--- src/rtl/specu_flush_ctrl_pkg.sv ---
// Shared ROB sizing, FSM encodings and one-hot helpers for the speculative-flush controller.
`ifndef REORDER_BUFFER_SIZE
`define REORDER_BUFFER_SIZE 16
`endif

package specu_flush_ctrl_pkg;

   localparam int ROB_SIZE = `REORDER_BUFFER_SIZE;
   localparam int IDX_W    = $clog2(ROB_SIZE);
   localparam int CNT_W    = 4;

   localparam logic [1:0] ST_IDLE    = 2'd0;
   localparam logic [1:0] ST_FLUSH   = 2'd1;
   localparam logic [1:0] ST_RECOVER = 2'd2;

   typedef logic [ROB_SIZE-1:0] rob_vec_t;

   // Priority encoder; the lowest set bit wins, so a stray multi-hot input still gives a defined index.
   function automatic logic [IDX_W-1:0] onehot_to_idx(input rob_vec_t v);
      logic [IDX_W-1:0] idx;
      idx = '0;
      for (int i = ROB_SIZE - 1; i >= 0; i--) begin
         if (v[i]) idx = IDX_W'(i);
      end
      return idx;
   endfunction

   function automatic rob_vec_t rotl1(input rob_vec_t v);
      return {v[ROB_SIZE-2:0], v[ROB_SIZE-1]};
   endfunction

endpackage

--- src/rtl/specu_flush_ctrl_head_below_mask_gen.sv ---
// Combinational one-hot to "strictly below" thermometer: bit i is set when the hot bit sits above i.
module head_below_mask_gen
   import specu_flush_ctrl_pkg::*;
(
   input  logic [ROB_SIZE-1:0] onehot,
   output logic [ROB_SIZE-1:0] below
);

   logic seen;

   always_comb begin
      below = '0;
      seen  = 1'b0;
      for (int i = ROB_SIZE - 1; i >= 0; i--) begin
         below[i] = seen;
         seen     = seen | onehot[i];
      end
   end

endmodule

--- src/rtl/specu_flush_ctrl.sv ---
// ROB speculative-flush controller: kills entries younger than a mispredicted branch, rewinds tail, stalls dispatch.
// Optional saturating flush-event counter is built when SPECU_FLUSH_STATS_EN is defined.
module specu_flush_ctrl
   import specu_flush_ctrl_pkg::*;
#(
   parameter int RECOVER_CYCLES = 2
) (
   input  logic                clk,
   input  logic                reset_n,
   input  logic                alloc_valid,
   input  logic [ROB_SIZE-1:0] alloc_onehot,
   input  logic                commit_valid,
   input  logic                branch_resolve_valid,
   input  logic                branch_mispredict,
   input  logic [ROB_SIZE-1:0] branch_tag_onehot,
   input  logic [ROB_SIZE-1:0] keep_mask_in,
   output logic [ROB_SIZE-1:0] entry_valid,
   output logic [ROB_SIZE-1:0] head_onehot,
   output logic                rob_full,
   output logic                flush_pulse,
   output logic [ROB_SIZE-1:0] flush_mask,
   output logic [ROB_SIZE-1:0] tail_rewind_onehot,
   output logic                dispatch_stall,
   output logic [15:0]         flush_count
);

   logic [1:0]       state;
   logic [CNT_W-1:0] rec_cnt;

   rob_vec_t below_head;
   rob_vec_t span;
   rob_vec_t survivors;
   rob_vec_t alloc_set;
   rob_vec_t commit_clr;
   rob_vec_t flush_clr;
   rob_vec_t valid_alloc;
   logic     accept;
   logic     head_le_branch;

   head_below_mask_gen u_below (
      .onehot (head_onehot),
      .below  (below_head)
   );

   always_comb begin
      alloc_set  = (state == ST_IDLE && alloc_valid && (alloc_onehot & entry_valid) == '0)
                   ? alloc_onehot : '0;
      commit_clr = (commit_valid && (head_onehot & entry_valid) != '0) ? head_onehot : '0;
      flush_clr  = (state == ST_FLUSH) ? flush_mask : '0;
      accept     = branch_resolve_valid && branch_mispredict &&
                   (branch_tag_onehot & entry_valid) != '0 &&
                   (state == ST_IDLE || state == ST_RECOVER);
      // Survivors are the head..branch window; it wraps past entry 15 when the head is above the branch.
      span           = keep_mask_in | branch_tag_onehot;
      head_le_branch = onehot_to_idx(head_onehot) <= onehot_to_idx(branch_tag_onehot);
      survivors      = head_le_branch ? (span & ~below_head) : (span | ~below_head);
      valid_alloc    = entry_valid | alloc_set;
   end

   always_ff @(posedge clk or negedge reset_n) begin
      if (!reset_n) begin
         entry_valid        <= '0;
         head_onehot        <= rob_vec_t'(1);
         flush_pulse        <= 1'b0;
         flush_mask         <= '0;
         tail_rewind_onehot <= '0;
      end else begin
         entry_valid        <= valid_alloc & ~commit_clr & ~flush_clr;
         if (commit_clr != '0) head_onehot <= rotl1(head_onehot);
         flush_pulse        <= accept;
         flush_mask         <= accept ? (valid_alloc & ~survivors) : '0;
         tail_rewind_onehot <= accept ? rotl1(branch_tag_onehot) : '0;
      end
   end

   always_ff @(posedge clk or negedge reset_n) begin
      if (!reset_n) begin
         state   <= ST_IDLE;
         rec_cnt <= '0;
      end else begin
         case (state)
            ST_IDLE: begin
               if (accept) state <= ST_FLUSH;
            end
            ST_FLUSH: begin
               state   <= ST_RECOVER;
               rec_cnt <= CNT_W'(RECOVER_CYCLES);
            end
            ST_RECOVER: begin
               if (accept) begin
                  state   <= ST_FLUSH;
                  rec_cnt <= '0;
               end else if (rec_cnt <= CNT_W'(1)) begin
                  state   <= ST_IDLE;
                  rec_cnt <= '0;
               end else begin
                  rec_cnt <= rec_cnt - CNT_W'(1);
               end
            end
            default: begin
               state   <= ST_IDLE;
               rec_cnt <= '0;
            end
         endcase
      end
   end

   assign rob_full       = &entry_valid;
   assign dispatch_stall = (state != ST_IDLE);

`ifdef SPECU_FLUSH_STATS_EN
   always_ff @(posedge clk or negedge reset_n) begin
      if (!reset_n) begin
         flush_count <= '0;
      end else if (state == ST_FLUSH && flush_count != 16'hFFFF) begin
         flush_count <= flush_count + 16'd1;
      end
   end
`else
   assign flush_count = '0;
`endif

endmodule
--- config.mk ---
export PLATFORM = sky130hd
export DESIGN_NAME = specu_flush_ctrl
export DESIGN_NICKNAME = d
export VERILOG_FILES = /design/src/rtl/specu_flush_ctrl_pkg.sv /design/src/rtl/specu_flush_ctrl_head_below_mask_gen.sv /design/src/rtl/specu_flush_ctrl.sv
export SDC_FILE = /design/constraint.sdc
export NUM_CORES = 1
export LEC_CHECK = 0
export ABC_CLOCK_PERIOD_IN_PS = 7550
export CORE_MARGIN = 1.5
export CORE_UTILIZATION = 40
export CTS_CLUSTER_DIAMETER = 40
export CTS_CLUSTER_SIZE = 14
export DETAILED_ROUTE_END_ITERATION = 8
export PLACE_DENSITY = 0.78
export SLEW_MARGIN = 25
export SYNTH_ARGS = -nofsm -noshare
export SYNTH_HDL_FRONTEND = slang
export SYNTH_HIERARCHICAL = 1
export SYNTH_SLANG_ARGS = --single-unit
--- constraint.sdc ---
create_clock -name clk -period 7.55 [get_ports clk]
set_input_delay 1.51 -clock clk [delete_from_list [all_inputs] [get_ports clk]]
set_output_delay 1.51 -clock clk [all_outputs]
set_load 0.01 [all_outputs]
==> results.toml, run 1 <==
[clock_tree]
clkSlewWorstSetupHoldPaths_ns = 0.08
postCtsSetupBuffers = 0
cts_sinks = 71
cts_tree = "done"
cts.path.max_buffers = 2
htree_num_levels = 3
cts_inserted_buffers = 9
root_buffer = "clkbuf_8"
cts_resized = 0
clock_latency_ns = 0.35
cts.hold.buffers_added = 0

[worst_setup_path]
cp_data_required_time_ns = 7.79
cp_max_fo = 32
reg2reg_to = "flush_mask[7]"
worstSetupPathType = "input pin to flop"
r2r-start = "head_onehot[5]"
rr_worst_depth = 9
end_kind = "flop"
cp_data_arrival_time_ns = 4.88
ff2ff_setup_slack_ns = 3.78
crit_path_start_kind = "input pin"
cp-startpoint = "branch_tag_onehot[11]"

[finish]
nFillCells = 951
final_core_util_pct = 55.6
nets = 587
layout.cells.non_filler = 664
layout-drive-gt1-share_pct = 17.2
diodes = 0
area_delta_synth_final_pct = 33.8

[place]
portBuffers = 120
place_inst = 648
routabilityCongestion = 0.913
hpwl_um = 10300

[power]
vdd_drop_max_mv = 0.133
powerDensity_mw_per_mm2 = 259
power_leakage_nw = 2.42
p_total_mw = 1.50

[routing]
drc_errors = 0
ant_nets = 0
vias = 4055
wl_um = 14600
wl_per_cell_um = 22.1
dr.pass1.iters = 6
vias_per_cell = 6.11
drtIter0Drc = 554

[die]
fp.dieArea_mm2 = 0.0115
rows = 37
core_area_mm2 = 0.0104
die_w_um = 107
io_pins = 137
start_util_pct = 41.6
die_h_um = 107

[synthesis]
yosysMostFrequentCell = "dfrtp_1"
yosysTopAreaCellShare_pct = 40.4
synth_compound_area_share_pct = 27.7
synth_top_family_by_area = "compound AO/OA/AOI/OAI gates"
ys_seq_area_share_pct = 41.0
synth.yosys.warnings = 6
syn_area_mm2 = 0.00433
synthAdderAreaFrac_pct = 2.89
synth_top_cell_by_area = "dfrtp_1"
ys.flop_type = "dfrtp_1"
yosys.area_share.simple_pct = 15.6
netlist_instances = 411
synth_xor_area_share_pct = 0
muxShareOfSynthArea_pct = 4.42
async_flop_share_pct = 100
synthTopCellsByCount = "70 x dfrtp_1, 32 x nor2_1, 27 x inv_1, 24 x a221oi_1, 22 x o21ai_0"
yosys_register_bits = 71
synth_area_leaders = "dfrtp_1 40%, a2111oi_4 6.4%, a221oi_1 4.9%, mux2_2 4.4%, buf_4 3.3%"
synth_area_per_cell_um2 = 10.5
synth_enable_flop_cells = 0
ys_types = 62

[timing]
fin_setup_tns_ns = 0
rsz0062_at_grt = "false"
timing.final.crit_share_pct = 61.6
tightest_slew_ns = 1.01
slew_violations = 0
max_freq_mhz = 215
finClkSkew_ns = 0.00554
final-hold-violation-count = 0
finalSetupViolations = 0
fin_crit_ns = 4.65
slew_headroom_pct = 32.4

[min_path]
hold_depth = 1
hp-class = "flop to flop"
holdPathEnd = "entry_valid[9]"
hp-start = "flush_mask[9]"

[global_route]
grt_max_degree = 72
grt_pass1_wl_um = 22500
antenna_found_initial = 0
overflow = 0
grt_usage_pct = 26.0
grt_pass1_vias = 3944

[run_status]
status = "complete, no violations"

[run]
maxCapViolCount = 0
## flip-flops by register name (all words and copies together) (netlist names)
name,flops
tail_rewind_onehot,16
rec_cnt,4
flush_pulse,1
head_onehot,16
entry_valid,16
state,2
flush_mask,16
## critical path, cell delays in order
cell	delay, ns
clkdlybuf4s50_1	0.49
nor2_1	0.21
o31ai_1	0.12
a211oi_1	0.26
nor3_1	0.07
o311ai_0	0.36
ha_1	0.23
and4_1	0.88
o21ai_0	0.33
a2111oi_4	0.42
## cell families after synthesis
group | count (synthesis)
compound gates | 129
fa+ha+maj | 10
buf+inv | 64
flops | 71
mux | 17
other cells | 2
simple gates | 118
## layout make-up
class / instances / area (um2) / share of cell area [%]
clock inverter: 5 / 129 / 2.22
multi-input combinational: 291 / 2260 / 38.9
sequential: 71 / 1780 / 30.7
tap: 136 / 170 / 2.94
inverter: 27 / 101 / 1.75
clock buffer: 11 / 141 / 2.44
timing repair buffer: 123 / 1220 / 21.0
## worst max-delay path by stage
| stage | cells past startpoint | to | slack, ns |
|---|---|---|---|
| final | 10 | flush_mask[7] | 2.90 |
| after global routing | 10 | flush_mask[13] | 2.64 |
| after CTS | 10 | flush_mask[7] | 2.96 |
| after detailed placement | 10 | flush_mask[7] | 2.58 |
| after global placement | 10 | flush_mask[7] | 2.84 |
| after floorplan | 12 | flush_mask[10] | 3.52 |
## through the flow
stage,setup slack [ns],instance area [um2],hold slack [ns]
2_1_floorplan,3.52,4390,0.516
3_3_place_gp,2.84,5530,0.476
3_5_place_dp,2.58,5530,0.468
4_1_cts,2.96,5800,0.487
5_1_grt,2.64,5800,0.502
6_report,2.90,5800,0.481
## metal layers
layer	part of all wire (%)	up-vias	track usage (%)
li1	-	1749	-
met1	41	1995	36.4
met2	46	270	39.5
met3	11	41	6.99
met4	2.6	0	7.14
met5	0	-	0
## report_power, final
group / leakage, nW / switching [mW] / internal [mW]
clock network: 0.134 / 0.152 / 0.263
registers: 0.948 / 0.136 / 0.444
logic: 1.33 / 0.264 / 0.243
## layout by cell type (no fill, tap or decap), drive strengths merged, types with 11 or more instances in the layout
master,synthesis,layout
or2,20,20
clkbuf,10,11
mux2,17,17
a221oi,24,24
dfrtp,70,70
clkdlybuf4s50,0,119
a21oi,25,25
inv,27,27
conb,2,17
nor3,17,17
o21ai,22,22
nor2,32,32
a2111oi,18,18
Power figures use the tool's default switching activity.
==> run 2, diff against run 1 <==
Settings changed: ABC_CLOCK_PERIOD_IN_PS 7550 to 3950, PLACE_DENSITY 0.78 to 0.8.
Clock period 7.55 ns to 3.95 ns, I/O delays scaled along.
==> results.toml, run 2 (same netlist as run 1, synthesis figures left out) <==
[power]
p_sw_share_pct = 39.7
seq_power_share_pct = 42.1
power_leakage_nw = 2.46
vdd_drop_max_mv = 0.209
p_total_mw = 2.58
powerDensity_mw_per_mm2 = 442
p_int_mw = 1.55
p_switching_mw = 1.02
p_comb_share_pct = 38.3
pwr-share-clk_pct = 19.6

[routing]
drc_errors = 0
wl_um = 14700
wl_per_cell_um = 21.5
dr.pass1.iters = 5
vias_per_cell = 5.89
vias = 4015
drtIter0Drc = 288
ant_nets = 0

[worst_setup_path]
cp_data_arrival_time_ns = 3.93
cp_data_required_time_ns = 4.20
cp_max_fo = 16
crit_path_start_kind = "input pin"
rr_worst_depth = 12
end_kind = "flop"
worstSetupPathType = "input pin to flop"

[clock_tree]
cts_resized = 0
cts_tree = "done"
clkSlewWorstSetupHoldPaths_ns = 0.08
htree_num_levels = 3
root_buffer = "clkbuf_8"
clock_latency_ns = 0.36
cts.hold.buffers_added = 0
cts.path.max_buffers = 2
postCtsSetupBuffers = 0
cts_sinks = 71
cts_inserted_buffers = 9

[finish]
area_delta_synth_final_pct = 34.5
multi_input_area_mm2 = 0.00226
seqCellArea_mm2 = 0.00178
mostFrequentLayoutCells = "119 x clkdlybuf4s50_1, 70 x dfrtp_1, 32 x nor2_1"
diodes = 0
nFillCells = 948
nets = 605
final_common_cell = "clkdlybuf4s50_1"
layout-drive-gt1-share_pct = 19.8

[timing]
max_freq_mhz = 272
final-hold-violation-count = 0
fin_crit_ns = 3.67
slew_violations = 0
rsz0062_at_grt = "false"
tightest_slew_ns = 0.899
timing.final.crit_share_pct = 93.0
layout_setup_ws_ns = 0.276
slew_headroom_pct = 40.0
finClkSkew_ns = 0.00924
finalSetupViolations = 0

[global_route]
overflow = 0
grt_pass1_vias = 4112
use_met1_pct = 35.7
antenna_found_initial = 0
grt_usage_pct = 26.6
gr-max-usage-layer = "met2"
grt_pass1_wl_um = 23000
grt_max_degree = 40
grtUsageMet3_pct = 4.80
met2_usage_pct = 43.0

[min_path]
hold_depth = 1
hp-class = "flop to flop"

[place]
routabilityCongestion = 0.900
portBuffers = 120
hpwl_um = 10700
dp_worst_setup_slack_ns = -0.0615

[die]
core_area_mm2 = 0.0104
die_w_um = 107
die_h_um = 107
rows = 37
start_util_pct = 41.6
fp.dieArea_mm2 = 0.0115
io_pins = 137

[run_status]
status = "complete, no violations"

[run]
maxCapViolCount = 0
==> run 2: cell count changes in the layout (fill, tap and decap cells not counted), sizes merged <==
cell    before  now
bufinv       4    0
clkinv       1    5
buf          4   22
==> run 2: per-stage QoR <==
| stage | TNS, ns | cells | hold slack, ns | area, um2 | util, % |
|---|---|---|---|---|---|
| after detailed placement | -0.444 | 666 | 0.462 | 5670 | 54.5 |
| after floorplan | 0 | 426 | 0.494 | 4390 | - |
| after global routing | 0 | 682 | 0.497 | 5830 | 56.0 |
| after global placement | 0 | 666 | 0.470 | 5670 | 54.5 |
| after CTS | 0 | 682 | 0.473 | 5830 | 56.0 |
| final | 0 | 682 | 0.473 | 5830 | 56.0 |
==> run 2: layout make-up <==
| cell class | count | area share [%] |
|---|---|---|
| Clock inverter | 5 | 0.429 |
| Timing Repair Buffer | 141 | 23.4 |
| Sequential cell | 71 | 30.5 |
| Multi-Input combinational cell | 291 | 38.7 |
| Clock buffer | 11 | 2.25 |
| Inverter | 27 | 1.74 |
| Tap cell | 136 | 2.92 |
==> run 2: power groups by stage <==
stage	clock (mW)	combinational, mW	sequential (mW)
2_1_floorplan	0	0.522	1.05
3_3_place_gp	0	0.959	1.09
3_5_place_dp	0	0.984	1.09
4_1_cts	0.509	0.987	1.07
5_1_grt	0.548	1.06	1.09
6_report	0.504	0.988	1.09
==> run 2: worst max-delay path: stages <==
cell and delay [ns]:
clkdlybuf4s50_1 0.49, nor2_1 0.22, o31ai_1 0.11, a211oi_1 0.25
nor3_1 0.07, o311ai_0 0.33, ha_1 0.30, nor2b_1 0.13
o211a_1 0.20, a211oi_2 0.24, buf_4 0.24, o21ai_0 0.17
a2111oi_4 0.38
==> run 2: path summary, 6_finish.rpt <==
| kind | start | end | slack, ns |
|---|---|---|---|
| setup / recovery | branch_tag_onehot[11] | flush_mask[14] | 0.28 |
| max in group asynchronous | reset_n | flush_mask[0] | 2.61 |
| min in group asynchronous | reset_n | head_onehot[10] | 0.56 |
| hold / removal | flush_mask[8] | entry_valid[8] | 0.47 |
| hold reg to reg | flush_mask[8] | entry_valid[8] | 0.47 |
| setup reg to reg | head_onehot[12] | flush_mask[14] | 0.57 |
==> run 2: layer usage <==
metal,vias up,routed length [um]
met2,239,6970
met4,0,329
li1,1788,-
met5,-,0
met1,1958,6240
met3,30,1150
==> run 3, diff against run 2 <==
Settings changed: CELL_PAD_IN_SITES_DETAIL_PLACEMENT set to 0, CELL_PAD_IN_SITES_GLOBAL_PLACEMENT set to 1, CORE_UTILIZATION 40 to 32, PLACE_DENSITY 0.8 to not set, PLACE_DENSITY_LB_ADDON set to 0.15.
==> results.toml, run 3 (same netlist as run 1, synthesis figures left out) <==
[run_status]
status = "complete, no violations"

[routing]
ant_nets = 0
vias = 3900
vias_per_cell = 5.38
wl_um = 15600
drc_errors = 0
wl_per_cell_um = 21.5
drtIter0Drc = 231
dr.pass1.iters = 5

[die]
fp.dieArea_mm2 = 0.0142
core_area_mm2 = 0.0132
die_w_um = 119
io_pins = 137
rows = 42
die_h_um = 119
start_util_pct = 32.7

[power]
p_int_mw = 1.83
vdd_drop_max_mv = 0.307
p_switching_mw = 1.05
seq_power_share_pct = 37.6
powerDensity_mw_per_mm2 = 477
power_leakage_nw = 2.54
pwr-share-clk_pct = 27.8
p_sw_share_pct = 36.3
p_comb_share_pct = 34.5

[timing]
tightest_slew_ns = 0.837
hold-worst-slack_ns = 0.374
timing.final.crit_share_pct = 92.6
fin_setup_tns_ns = 0
layout_setup_ws_ns = 0.292
max_freq_mhz = 273
final-hold-violation-count = 0
finClkSkew_ns = 0.00754
rsz0062_at_grt = "false"
fin_crit_ns = 3.66
slew_violations = 0
slew_headroom_pct = 44.2
finalSetupViolations = 0

[place]
dp_worst_setup_slack_ns = -0.149
portBuffers = 120
routabilityCongestion = 0.869
hpwl_um = 11400

[clock_tree]
clkSlewWorstSetupHoldPaths_ns = 0.05
cts_inserted_buffers = 9
cts_sinks = 71
cts.hold.buffers_added = 0
cts.path.max_buffers = 2
cts_tree = "done"
htree_num_levels = 3
clock_latency_ns = 0.33
root_buffer = "clkbuf_16"

[global_route]
antenna_found_initial = 0
grt_pass1_vias = 4045
grt_usage_pct = 22.6
overflow = 0
grt_max_degree = 55
grt_pass1_wl_um = 24100

[worst_setup_path]
crit_slowest_cell = "clkdlybuf4s50_1"
cp_data_arrival_time_ns = 3.88
worstSetupPathType = "input pin to flop"
cp.depth = 13
critPathTopFamily = "compound AO/OA/AOI/OAI gates"
cp_data_required_time_ns = 4.17
max_stage_delay_ns = 0.42
end_kind = "flop"
rr_worst_depth = 12
crit_buf_inv = 2
cp_max_fo = 16
crit_path_start_kind = "input pin"
crit_chain = "clkdlybuf4s50_1, nor2_1, o31ai_1, a211oi_1, nor3_1, o311ai_1, ha_1, nor2b_1, o211a_1, a211oi_4, buf_6, o21ai_0, a2111oi_4"

[finish]
nets = 608
mostFrequentLayoutCells = "119 x clkdlybuf4s50_1, 70 x dfrtp_1, 32 x nor2_1"
area_delta_synth_final_pct = 39.3
diodes = 0
layout-drive-gt1-share_pct = 20.2
final_common_cell = "clkdlybuf4s50_1"

[run]
maxCapViolCount = 0

[min_path]
hp-class = "input pin to async pin"
run 3: cell count changes in the layout (fill, tap and decap cells not counted), moves of 2 or more:
cell / delta
buf_4: +3
clkbuf_16: +9
clkbuf_8: -8
clkinv_2: -2
run 3: power by group through the flow:
| stage | Clock, mW | Sequential (mW) | Combinational (mW) |
|---|---|---|---|
| 5_1_grt | 0.855 | 1.10 | 1.08 |
| 3_3_place_gp | 0 | 1.09 | 0.981 |
| 3_5_place_dp | 0 | 1.09 | 0.992 |
| 2_1_floorplan | 0 | 1.05 | 0.522 |
| 4_1_cts | 0.819 | 1.08 | 0.998 |
| 6_report | 0.801 | 1.08 | 0.994 |
run 3: repair_timing:
| action | in CTS | in global routing |
|---|---|---|
| endpoints found under the setup margin | 0 | 8 |
| gates resized for setup | 0 | 3 |
| setup buffers | 0 | 0 |
run 3: area by class of cell:
cell class              count  area, um2
inverters                  27        101
flip-flops and latches     71       1780
clock inverters             4       45.0
multi-input cells         291       2260
clock buffers              12        246
fillers                  1319       7210
repair buffers            144       1380
well taps                 176        220
run 3: metrics by stage:
step | cell area [um2] | utilization, % | power, mW | instances
after floorplan | 4390 | - | 1.57 | 426
after global placement | 5730 | 43.3 | 2.07 | 709
after detailed placement | 5730 | 43.3 | 2.08 | 709
after CTS | 6020 | 45.5 | 2.90 | 725
after global routing | 6040 | 45.6 | 3.03 | 725
final | 6040 | 45.6 | 2.88 | 725
run 3: worst paths after layout:
check,startpoint,endpoint,slack [ns]
worst min-delay path,reset_n,tail_rewind_onehot[4],0.37
max in group asynchronous,reset_n,head_onehot[8],2.51
worst max-delay path,branch_tag_onehot[10],flush_mask[8],0.29
worst max register to register,head_onehot[12],flush_mask[8],0.44
min in group clk,flush_mask[9],entry_valid[9],0.48
worst min register to register,flush_mask[9],entry_valid[9],0.48
run 3: layer usage:
metal / share of wire (%) / vias to the layer above / global-route usage [%]
li1: - / 1787 / -
met5: 0 / - / 0
met2: 49 / 162 / 37.5
met4: 2.0 / 0 / 6.92
met3: 5.7 / 22 / 4.17
met1: 43 / 1929 / 29.9
